### config.mk
export PLATFORM = sky130hd
export DESIGN_NAME = control_unit
export DESIGN_NICKNAME = d
export VERILOG_FILES = /design/src/rtl/control_unit_pkg.sv /design/src/rtl/control_unit_bus_wait_timer.sv /design/src/rtl/control_unit.sv
export SDC_FILE = /design/constraint.sdc
export NUM_CORES = 1
export LEC_CHECK = 0
export CAP_MARGIN = 5
export CELL_PAD_IN_SITES_DETAIL_PLACEMENT = 1
export CELL_PAD_IN_SITES_GLOBAL_PLACEMENT = 2
export CORE_MARGIN = 2
export CORE_UTILIZATION = 33
export DETAILED_ROUTE_END_ITERATION = 8
export DONT_BUFFER_PORTS = 1
export PLACE_DENSITY_LB_ADDON = 0.1
export SKIP_CTS_REPAIR_TIMING = 1
export SLEW_MARGIN = 20
export SYNTH_ARGS = -nofsm -noshare
export SYNTH_HDL_FRONTEND = slang
export SYNTH_SLANG_ARGS = --single-unit
### constraint.sdc
create_clock -name clk -period 2 [get_ports clk]
set_input_delay 0.2 -clock clk [delete_from_list [all_inputs] [get_ports clk]]
set_output_delay 0.2 -clock clk [all_outputs]
set_load 0.05 [all_outputs]
### src/rtl/control_unit_pkg.sv
// Purpose: shared encodings for the copperv control unit: instruction types,
//          function codes, sequencer states and the datapath mux selects.
// Contents: widths, INST_TYPE_*, FUNCT_*, ctrl_state_e, PC_SEL_*,
//           RD_DIN_SEL_*, ALU_SRC_*, and decode helper functions.
package control_unit_pkg;

  localparam int INST_TYPE_WIDTH = 3;
  localparam int FUNCT_WIDTH     = 5;

  localparam logic [INST_TYPE_WIDTH-1:0] INST_TYPE_NONE    = 3'd0;
  localparam logic [INST_TYPE_WIDTH-1:0] INST_TYPE_IMM     = 3'd1;
  localparam logic [INST_TYPE_WIDTH-1:0] INST_TYPE_INT_IMM = 3'd2;
  localparam logic [INST_TYPE_WIDTH-1:0] INST_TYPE_INT_REG = 3'd3;
  localparam logic [INST_TYPE_WIDTH-1:0] INST_TYPE_BRANCH  = 3'd4;
  localparam logic [INST_TYPE_WIDTH-1:0] INST_TYPE_STORE   = 3'd5;
  localparam logic [INST_TYPE_WIDTH-1:0] INST_TYPE_JAL     = 3'd6;

  // FUNCT_NONE is reserved: it never names a real ALU operation.
  localparam logic [FUNCT_WIDTH-1:0] FUNCT_NONE     = 5'd0;
  localparam logic [FUNCT_WIDTH-1:0] FUNCT_ADD      = 5'd1;
  localparam logic [FUNCT_WIDTH-1:0] FUNCT_SLL      = 5'd3;
  localparam logic [FUNCT_WIDTH-1:0] FUNCT_EQ       = 5'd11;
  localparam logic [FUNCT_WIDTH-1:0] FUNCT_MEM_WORD = 5'd19;

  localparam int CTRL_STATE_WIDTH = 3;
  typedef enum logic [CTRL_STATE_WIDTH-1:0] {
    CTRL_STATE_IDLE       = 3'd0,
    CTRL_STATE_FETCH      = 3'd1,
    CTRL_STATE_FETCH_WAIT = 3'd2,
    CTRL_STATE_DECODE     = 3'd3,
    CTRL_STATE_EXEC       = 3'd4,
    CTRL_STATE_STORE      = 3'd5,
    CTRL_STATE_STORE_WAIT = 3'd6,
    CTRL_STATE_HALT       = 3'd7
  } ctrl_state_e;

  localparam logic [1:0] PC_SEL_PC_PLUS_4   = 2'd0;
  localparam logic [1:0] PC_SEL_PC_PLUS_IMM = 2'd1;

  localparam logic [1:0] RD_DIN_SEL_ALU       = 2'd0;
  localparam logic [1:0] RD_DIN_SEL_IMM       = 2'd1;
  localparam logic [1:0] RD_DIN_SEL_PC_PLUS_4 = 2'd2;

  localparam logic ALU_SRC_RS2 = 1'b0;
  localparam logic ALU_SRC_IMM = 1'b1;

  // True for every type the sequencer knows how to execute.
  function automatic logic inst_type_known(input logic [INST_TYPE_WIDTH-1:0] t);
    case (t)
      INST_TYPE_IMM, INST_TYPE_INT_IMM, INST_TYPE_INT_REG,
      INST_TYPE_BRANCH, INST_TYPE_STORE, INST_TYPE_JAL: inst_type_known = 1'b1;
      default:                                          inst_type_known = 1'b0;
    endcase
  endfunction

  // Types whose execution depends on a real ALU function.
  function automatic logic funct_required(input logic [INST_TYPE_WIDTH-1:0] t);
    case (t)
      INST_TYPE_INT_IMM, INST_TYPE_INT_REG,
      INST_TYPE_BRANCH, INST_TYPE_STORE: funct_required = 1'b1;
      default:                           funct_required = 1'b0;
    endcase
  endfunction

endpackage

### src/rtl/control_unit_bus_wait_timer.sv
// Purpose: saturating wait counter guarding bus handshakes.
// Ports: clk, rst_n (async active-low), clear_i (restart from 0, wins over
//        count), count_i (one more cycle without handshake), expired_o
//        (counter is all-ones).
module bus_wait_timer #(
  parameter int TIMEOUT_WIDTH = 8
) (
  input  logic clk,
  input  logic rst_n,
  input  logic clear_i,
  input  logic count_i,
  output logic expired_o
);

  logic [TIMEOUT_WIDTH-1:0] cnt_q, cnt_d;

  assign expired_o = (cnt_q == {TIMEOUT_WIDTH{1'b1}});

  // Next count: clear has priority, saturate at all-ones.
  always_comb begin
    cnt_d = cnt_q;
    if (clear_i) begin
      cnt_d = {TIMEOUT_WIDTH{1'b0}};
    end else if (count_i && !expired_o) begin
      cnt_d = cnt_q + {{(TIMEOUT_WIDTH-1){1'b0}}, 1'b1};
    end else begin
      cnt_d = cnt_q;
    end
  end

  // Counter register.
  always_ff @(posedge clk or negedge rst_n) begin
    if (!rst_n) begin
      cnt_q <= {TIMEOUT_WIDTH{1'b0}};
    end else begin
      cnt_q <= cnt_d;
    end
  end

endmodule

### src/rtl/control_unit.sv
// Purpose: multi-cycle sequencer of the copperv core (fetch, decode, execute,
//          store, retire), one instruction at a time.
// Ports: clk/rst_n; inst_type/funct from idecoder; branch_taken from ALU;
//        instruction bus (ir_addr_*, ir_data_*) and store bus (dw_*,
//        dw_resp_*) handshakes; datapath controls inst_load, pc_en, pc_sel,
//        alu_src_sel, alu_op, rd_en, rd_din_sel; sticky illegal_inst and
//        bus_error flags.
module control_unit
  import control_unit_pkg::*;
#(
  parameter int TIMEOUT_WIDTH = 8
) (
  input  logic                       clk,
  input  logic                       rst_n,
  input  logic [INST_TYPE_WIDTH-1:0] inst_type,
  input  logic [FUNCT_WIDTH-1:0]     funct,
  input  logic                       branch_taken,
  output logic                       ir_addr_valid,
  input  logic                       ir_addr_ready,
  input  logic                       ir_data_valid,
  output logic                       ir_data_ready,
  output logic                       dw_valid,
  input  logic                       dw_ready,
  input  logic                       dw_resp_valid,
  output logic                       dw_resp_ready,
  output logic                       inst_load,
  output logic                       pc_en,
  output logic [1:0]                 pc_sel,
  output logic                       alu_src_sel,
  output logic [FUNCT_WIDTH-1:0]     alu_op,
  output logic                       rd_en,
  output logic [1:0]                 rd_din_sel,
  output logic                       illegal_inst,
  output logic                       bus_error
);

  ctrl_state_e                state_q, state_d;
  logic [INST_TYPE_WIDTH-1:0] type_q, type_d;
  logic [FUNCT_WIDTH-1:0]     funct_q, funct_d;
  logic                       illegal_q, illegal_d;
  logic                       bus_err_q, bus_err_d;
  logic                       tmr_clear_s, tmr_count_s, tmr_expired_s;

  // Any state change restarts the wait counter, so each wait state starts at 0.
  assign tmr_clear_s  = (state_d != state_q);
  assign illegal_inst = illegal_q;
  assign bus_error    = bus_err_q;

  bus_wait_timer #(.TIMEOUT_WIDTH(TIMEOUT_WIDTH)) u_timer (
    .clk       (clk),
    .rst_n     (rst_n),
    .clear_i   (tmr_clear_s),
    .count_i   (tmr_count_s),
    .expired_o (tmr_expired_s)
  );

  // Next-state, captured decode fields, flags and all datapath controls.
  always_comb begin
    state_d       = state_q;
    type_d        = type_q;
    funct_d       = funct_q;
    illegal_d     = illegal_q;
    bus_err_d     = bus_err_q;
    tmr_count_s   = 1'b0;
    ir_addr_valid = 1'b0;
    ir_data_ready = 1'b0;
    dw_valid      = 1'b0;
    dw_resp_ready = 1'b0;
    inst_load     = 1'b0;
    pc_en         = 1'b0;
    pc_sel        = PC_SEL_PC_PLUS_4;
    alu_src_sel   = ALU_SRC_RS2;
    alu_op        = FUNCT_NONE;
    rd_en         = 1'b0;
    rd_din_sel    = RD_DIN_SEL_ALU;
    case (state_q)
      CTRL_STATE_IDLE: begin
        state_d = CTRL_STATE_FETCH;
      end
      CTRL_STATE_FETCH: begin
        // An expired wait withdraws the request in the same cycle.
        if (tmr_expired_s) begin
          bus_err_d = 1'b1;
          state_d   = CTRL_STATE_HALT;
        end else begin
          ir_addr_valid = 1'b1;
          tmr_count_s   = !ir_addr_ready;
          if (ir_addr_ready) begin
            state_d = CTRL_STATE_FETCH_WAIT;
          end else begin
            state_d = CTRL_STATE_FETCH;
          end
        end
      end
      CTRL_STATE_FETCH_WAIT: begin
        if (tmr_expired_s) begin
          bus_err_d = 1'b1;
          state_d   = CTRL_STATE_HALT;
        end else begin
          ir_data_ready = 1'b1;
          tmr_count_s   = !ir_data_valid;
          if (ir_data_valid) begin
            inst_load = 1'b1;
            state_d   = CTRL_STATE_DECODE;
          end else begin
            state_d = CTRL_STATE_FETCH_WAIT;
          end
        end
      end
      CTRL_STATE_DECODE: begin
        type_d  = inst_type;
        funct_d = funct;
        if (!inst_type_known(inst_type) ||
            (funct_required(inst_type) && (funct == FUNCT_NONE))) begin
          illegal_d = 1'b1;
          state_d   = CTRL_STATE_HALT;
        end else begin
          state_d = CTRL_STATE_EXEC;
        end
      end
      CTRL_STATE_EXEC: begin
        alu_op = funct_q;
        if ((type_q == INST_TYPE_INT_IMM) || (type_q == INST_TYPE_STORE)) begin
          alu_src_sel = ALU_SRC_IMM;
        end else begin
          alu_src_sel = ALU_SRC_RS2;
        end
        state_d = CTRL_STATE_FETCH;
        case (type_q)
          INST_TYPE_IMM: begin
            rd_en      = 1'b1;
            rd_din_sel = RD_DIN_SEL_IMM;
            pc_en      = 1'b1;
          end
          INST_TYPE_INT_IMM, INST_TYPE_INT_REG: begin
            rd_en = 1'b1;
            pc_en = 1'b1;
          end
          INST_TYPE_JAL: begin
            rd_en      = 1'b1;
            rd_din_sel = RD_DIN_SEL_PC_PLUS_4;
            pc_en      = 1'b1;
            pc_sel     = PC_SEL_PC_PLUS_IMM;
          end
          INST_TYPE_BRANCH: begin
            pc_en  = 1'b1;
            pc_sel = {1'b0, branch_taken};
          end
          INST_TYPE_STORE: begin
            state_d = CTRL_STATE_STORE;
          end
          default: begin
            // Unreachable: DECODE only lets known types through.
            illegal_d = 1'b1;
            state_d   = CTRL_STATE_HALT;
          end
        endcase
      end
      CTRL_STATE_STORE: begin
        alu_op      = funct_q;
        alu_src_sel = ALU_SRC_IMM;
        if (tmr_expired_s) begin
          bus_err_d = 1'b1;
          state_d   = CTRL_STATE_HALT;
        end else begin
          dw_valid    = 1'b1;
          tmr_count_s = !dw_ready;
          if (dw_ready) begin
            state_d = CTRL_STATE_STORE_WAIT;
          end else begin
            state_d = CTRL_STATE_STORE;
          end
        end
      end
      CTRL_STATE_STORE_WAIT: begin
        if (tmr_expired_s) begin
          bus_err_d = 1'b1;
          state_d   = CTRL_STATE_HALT;
        end else begin
          dw_resp_ready = 1'b1;
          tmr_count_s   = !dw_resp_valid;
          if (dw_resp_valid) begin
            pc_en   = 1'b1;
            state_d = CTRL_STATE_FETCH;
          end else begin
            state_d = CTRL_STATE_STORE_WAIT;
          end
        end
      end
      CTRL_STATE_HALT: begin
        state_d = CTRL_STATE_HALT;
      end
      default: begin
        state_d = CTRL_STATE_HALT;
      end
    endcase
  end

  // State, decode capture and sticky flags.
  always_ff @(posedge clk or negedge rst_n) begin
    if (!rst_n) begin
      state_q   <= CTRL_STATE_IDLE;
      type_q    <= INST_TYPE_NONE;
      funct_q   <= FUNCT_NONE;
      illegal_q <= 1'b0;
      bus_err_q <= 1'b0;
    end else begin
      state_q   <= state_d;
      type_q    <= type_d;
      funct_q   <= funct_d;
      illegal_q <= illegal_d;
      bus_err_q <= bus_err_d;
    end
  end

endmodule

==> results.toml <==
[pwr]
leakagePower_nw = 0.836
total_power_mw = 3.10
swShare_pct = 47.7
internal_power_mw = 1.62
ir_worst_vdd_uv = 762
pwr-share-comb_pct = 69.0
pwr-share-clk_pct = 9.6
p_per_area_nw_per_um2 = 1590
seqPwrFrac_pct = 21.4
p_switching_mw = 1.48

[yosys]
synth-seq-cells = 21
synthCells = 149
synth_top_area_cell = "dfrtp_1"
synthFlopType = "dfrtp_1"
postSynth.asyncResetShare_pct = 100
yosysUniqueCellTypes = 49
seq_area_frac_synth_pct = 38.2
synth-edff-count = 0
ys.warnings.count = 0
avgSynthCellArea_um2 = 9.24
netlist_area_um2 = 1380
synth.top_cell.area_share_pct = 38.2
synth_area_leaders = "dfrtp_1 38%, mux2_2 6.5%, xor2_1 3.8%, nor2_2 3.6%, nand2_1 3.0%"
synth_fp_nets = 165

[setup_path]
path_class = "flip-flop to flip-flop"
worstPathRequired_ns = 2.21
cp.arrival_ns = 2.24
cp-start-kind = "flip-flop"
crit_fanout = 8
end_kind = "flip-flop"

[place]
io_buffer_count = 0
dpl_cell_area_um2 = 1800
gp_congestion = 0.759
dp_hpwl_mm = 3.05
place_inst = 231
place_ws_ns = -0.126

[clocking]
path_clk_slew_ns = 0.09
insertion_delay_ns = 0.27
root_buffer = "clkbuf_8"
clk_path_buf_depth = 2
cts_tree = "done"
htree_levels = 1
cts_buffers = 3
cts.sinks = 21

[job]
max_cap_violations = 0

[run_status]
status = "finished, violations left"
violations = "negative setup slack"

[floorplanning]
initial_utilization_pct = 34.4
pin_count = 34
die_x_um = 68.6
coreArea_um2 = 4000
die-area_um2 = 4700
die_h_um = 68.6
rows = 23

[detailed_routing]
drtIter0Drc = 39
firstDrtPassIters = 4
wl_per_cell_um = 16.8
vias = 1231
drt-total-wl_mm = 4.03
remaining_drc_errors = 0
vias_per_cell = 5.13
ant_nets = 0

[layout]
drive_gt1_share_pct = 46.3
syn_to_final_growth_pct = 41.5
nFillCells = 464
regArea_um2 = 527
multi_input_area_um2 = 901
fin_cells = 240
diodes = 0
nets = 207
finalInstanceArea_um2 = 1950

[global_routing]
overflow = 0
grt_usage_pct = 18.0
antenna_found_initial = 0
grt_pass1_vias = 1338
grt_pass1_wl_mm = 6.27
grt_max_degree = 22

[timing]
finalHoldViolCount = 0
period_needed_ns = 2.04
setup_viol_count_final = 8
final_max_slew_viol_count = 0
hold_ws_ns = 0.0719
grt_setup_unrepaired = "true"
max_slew.worst_pin.slew_ns = 1.02
fin_ws_ns = -0.0374
relSlewSlack_pct = 31.6
skew_ns = 0.00444
fin_crit_sh_pct = 102
max_freq_mhz = 491

[worst_hold_path]
min_path_type = "primary input to flip-flop"
==> layout make-up <==
| class | count | area share (%) |
|---|---|---|
| timing repair buffer | 46 | 20.8 |
| inverter | 1 | 0.193 |
| tap | 50 | 3.21 |
| clock inverter | 1 | 0.385 |
| sequential | 21 | 27.0 |
| clock buffer | 3 | 2.12 |
| multi-input combinational | 118 | 46.2 |
==> through the flow <==
| step | setup TNS (ns) | utilization, % |
|---|---|---|
| 2_1_floorplan | -0.259 | - |
| 3_3_place_gp | -0.439 | 44.9 |
| 3_5_place_dp | -0.851 | 44.9 |
| 4_1_cts | -1.07 | 46.2 |
| 5_1_grt | -1.09 | 48.7 |
| 6_report | -0.146 | 48.7 |
==> worst paths after layout <==
kind / from / cells after the start / slack, ns / end
max in group asynchronous: rst_n / 1 / 0.76 / state_q[1]
hold reg to reg: funct_q[0] / 1 / 0.51 / funct_q[0]
min in group asynchronous: rst_n / 1 / 0.55 / type_q[0]
setup reg to reg: state_q[2] / 6 / -0.04 / u_timer.cnt_q[0]
setup / recovery: state_q[2] / 6 / -0.04 / u_timer.cnt_q[0]
hold / removal: funct[4] / 1 / 0.07 / funct_q[4]
==> cells in the final DEF (no fill, tap or decap), types with 3 or more instances in the layout <==
cell / instances
nand2_1: 11
o21ai_0: 3
clkbuf_8: 3
and2_1: 6
mux2_2: 8
nor2_2: 8
nor2_1: 11
nand4_1: 4
nand2b_1: 4
nor2b_1: 4
xor2_1: 6
a21oi_1: 5
and3_1: 3
buf_4: 39
nand3_1: 3
buf_12: 4
dfrtp_1: 20
==> synthesized netlist by cell type, drive strengths merged, types with 2 or more instances <==
library cell,n
a21oi,7
a32oi,2
and2,6
and3,4
and4,2
and4b,2
buf,8
dfrtp,21
mux2,8
mux2i,2
nand2,12
nand2b,4
nand3,3
nand4,4
nor2,19
nor2b,6
nor3,4
nor4,2
o21ai,4
or3,2
xor2,6
==> sequential cells by signal, summed over array words and instances (netlist names) <==
register       flops
u_timer.cnt_q      8
funct_q            5
state_q            3
type_q             3
bus_error          1
illegal_inst       1
==> routing by layer <==
layer	track usage [%]	vias up	wire length [um]
met5	0	-	0
met4	4.50	0	34
met3	3.08	4	164
met2	33.3	20	2090
met1	21.3	593	1740
li1	-	614	-
==> critical path: stages (launching register included) <==
cell,delay [ns]
dfrtp_1,0.43
and4b_1,0.25
a211oi_4,0.21
nand2_1,0.11
o311a_1,0.31
or4_4,0.52
nor2_2,0.14
==> cell families (layout without fill, tap and decap cells) <==
family | after synthesis | after routing | synth area share (%)
xor+xnor | 7 | 7 | 4.45
compound gates | 23 | 23 | 11.7
simple gates | 76 | 76 | 32.0
flops | 21 | 21 | 38.2
buf+inv | 10 | 51 | 4.45
other cells | 1 | 1 | 0.272
mux | 10 | 10 | 8.00
fa+ha+maj | 1 | 1 | 0.909
==> power by group through the flow <==
stage | combinational (mW) | sequential (mW) | clock (mW)
floorplan | 1.44 | 0.625 | 0
global placement | 1.99 | 0.649 | 0
detailed placement | 2.03 | 0.667 | 0
CTS | 2.04 | 0.659 | 0.312
finish | 2.14 | 0.664 | 0.299
global route | 2.29 | 0.686 | 0.324
No activity file was read; power rests on OpenSTA's default activity.
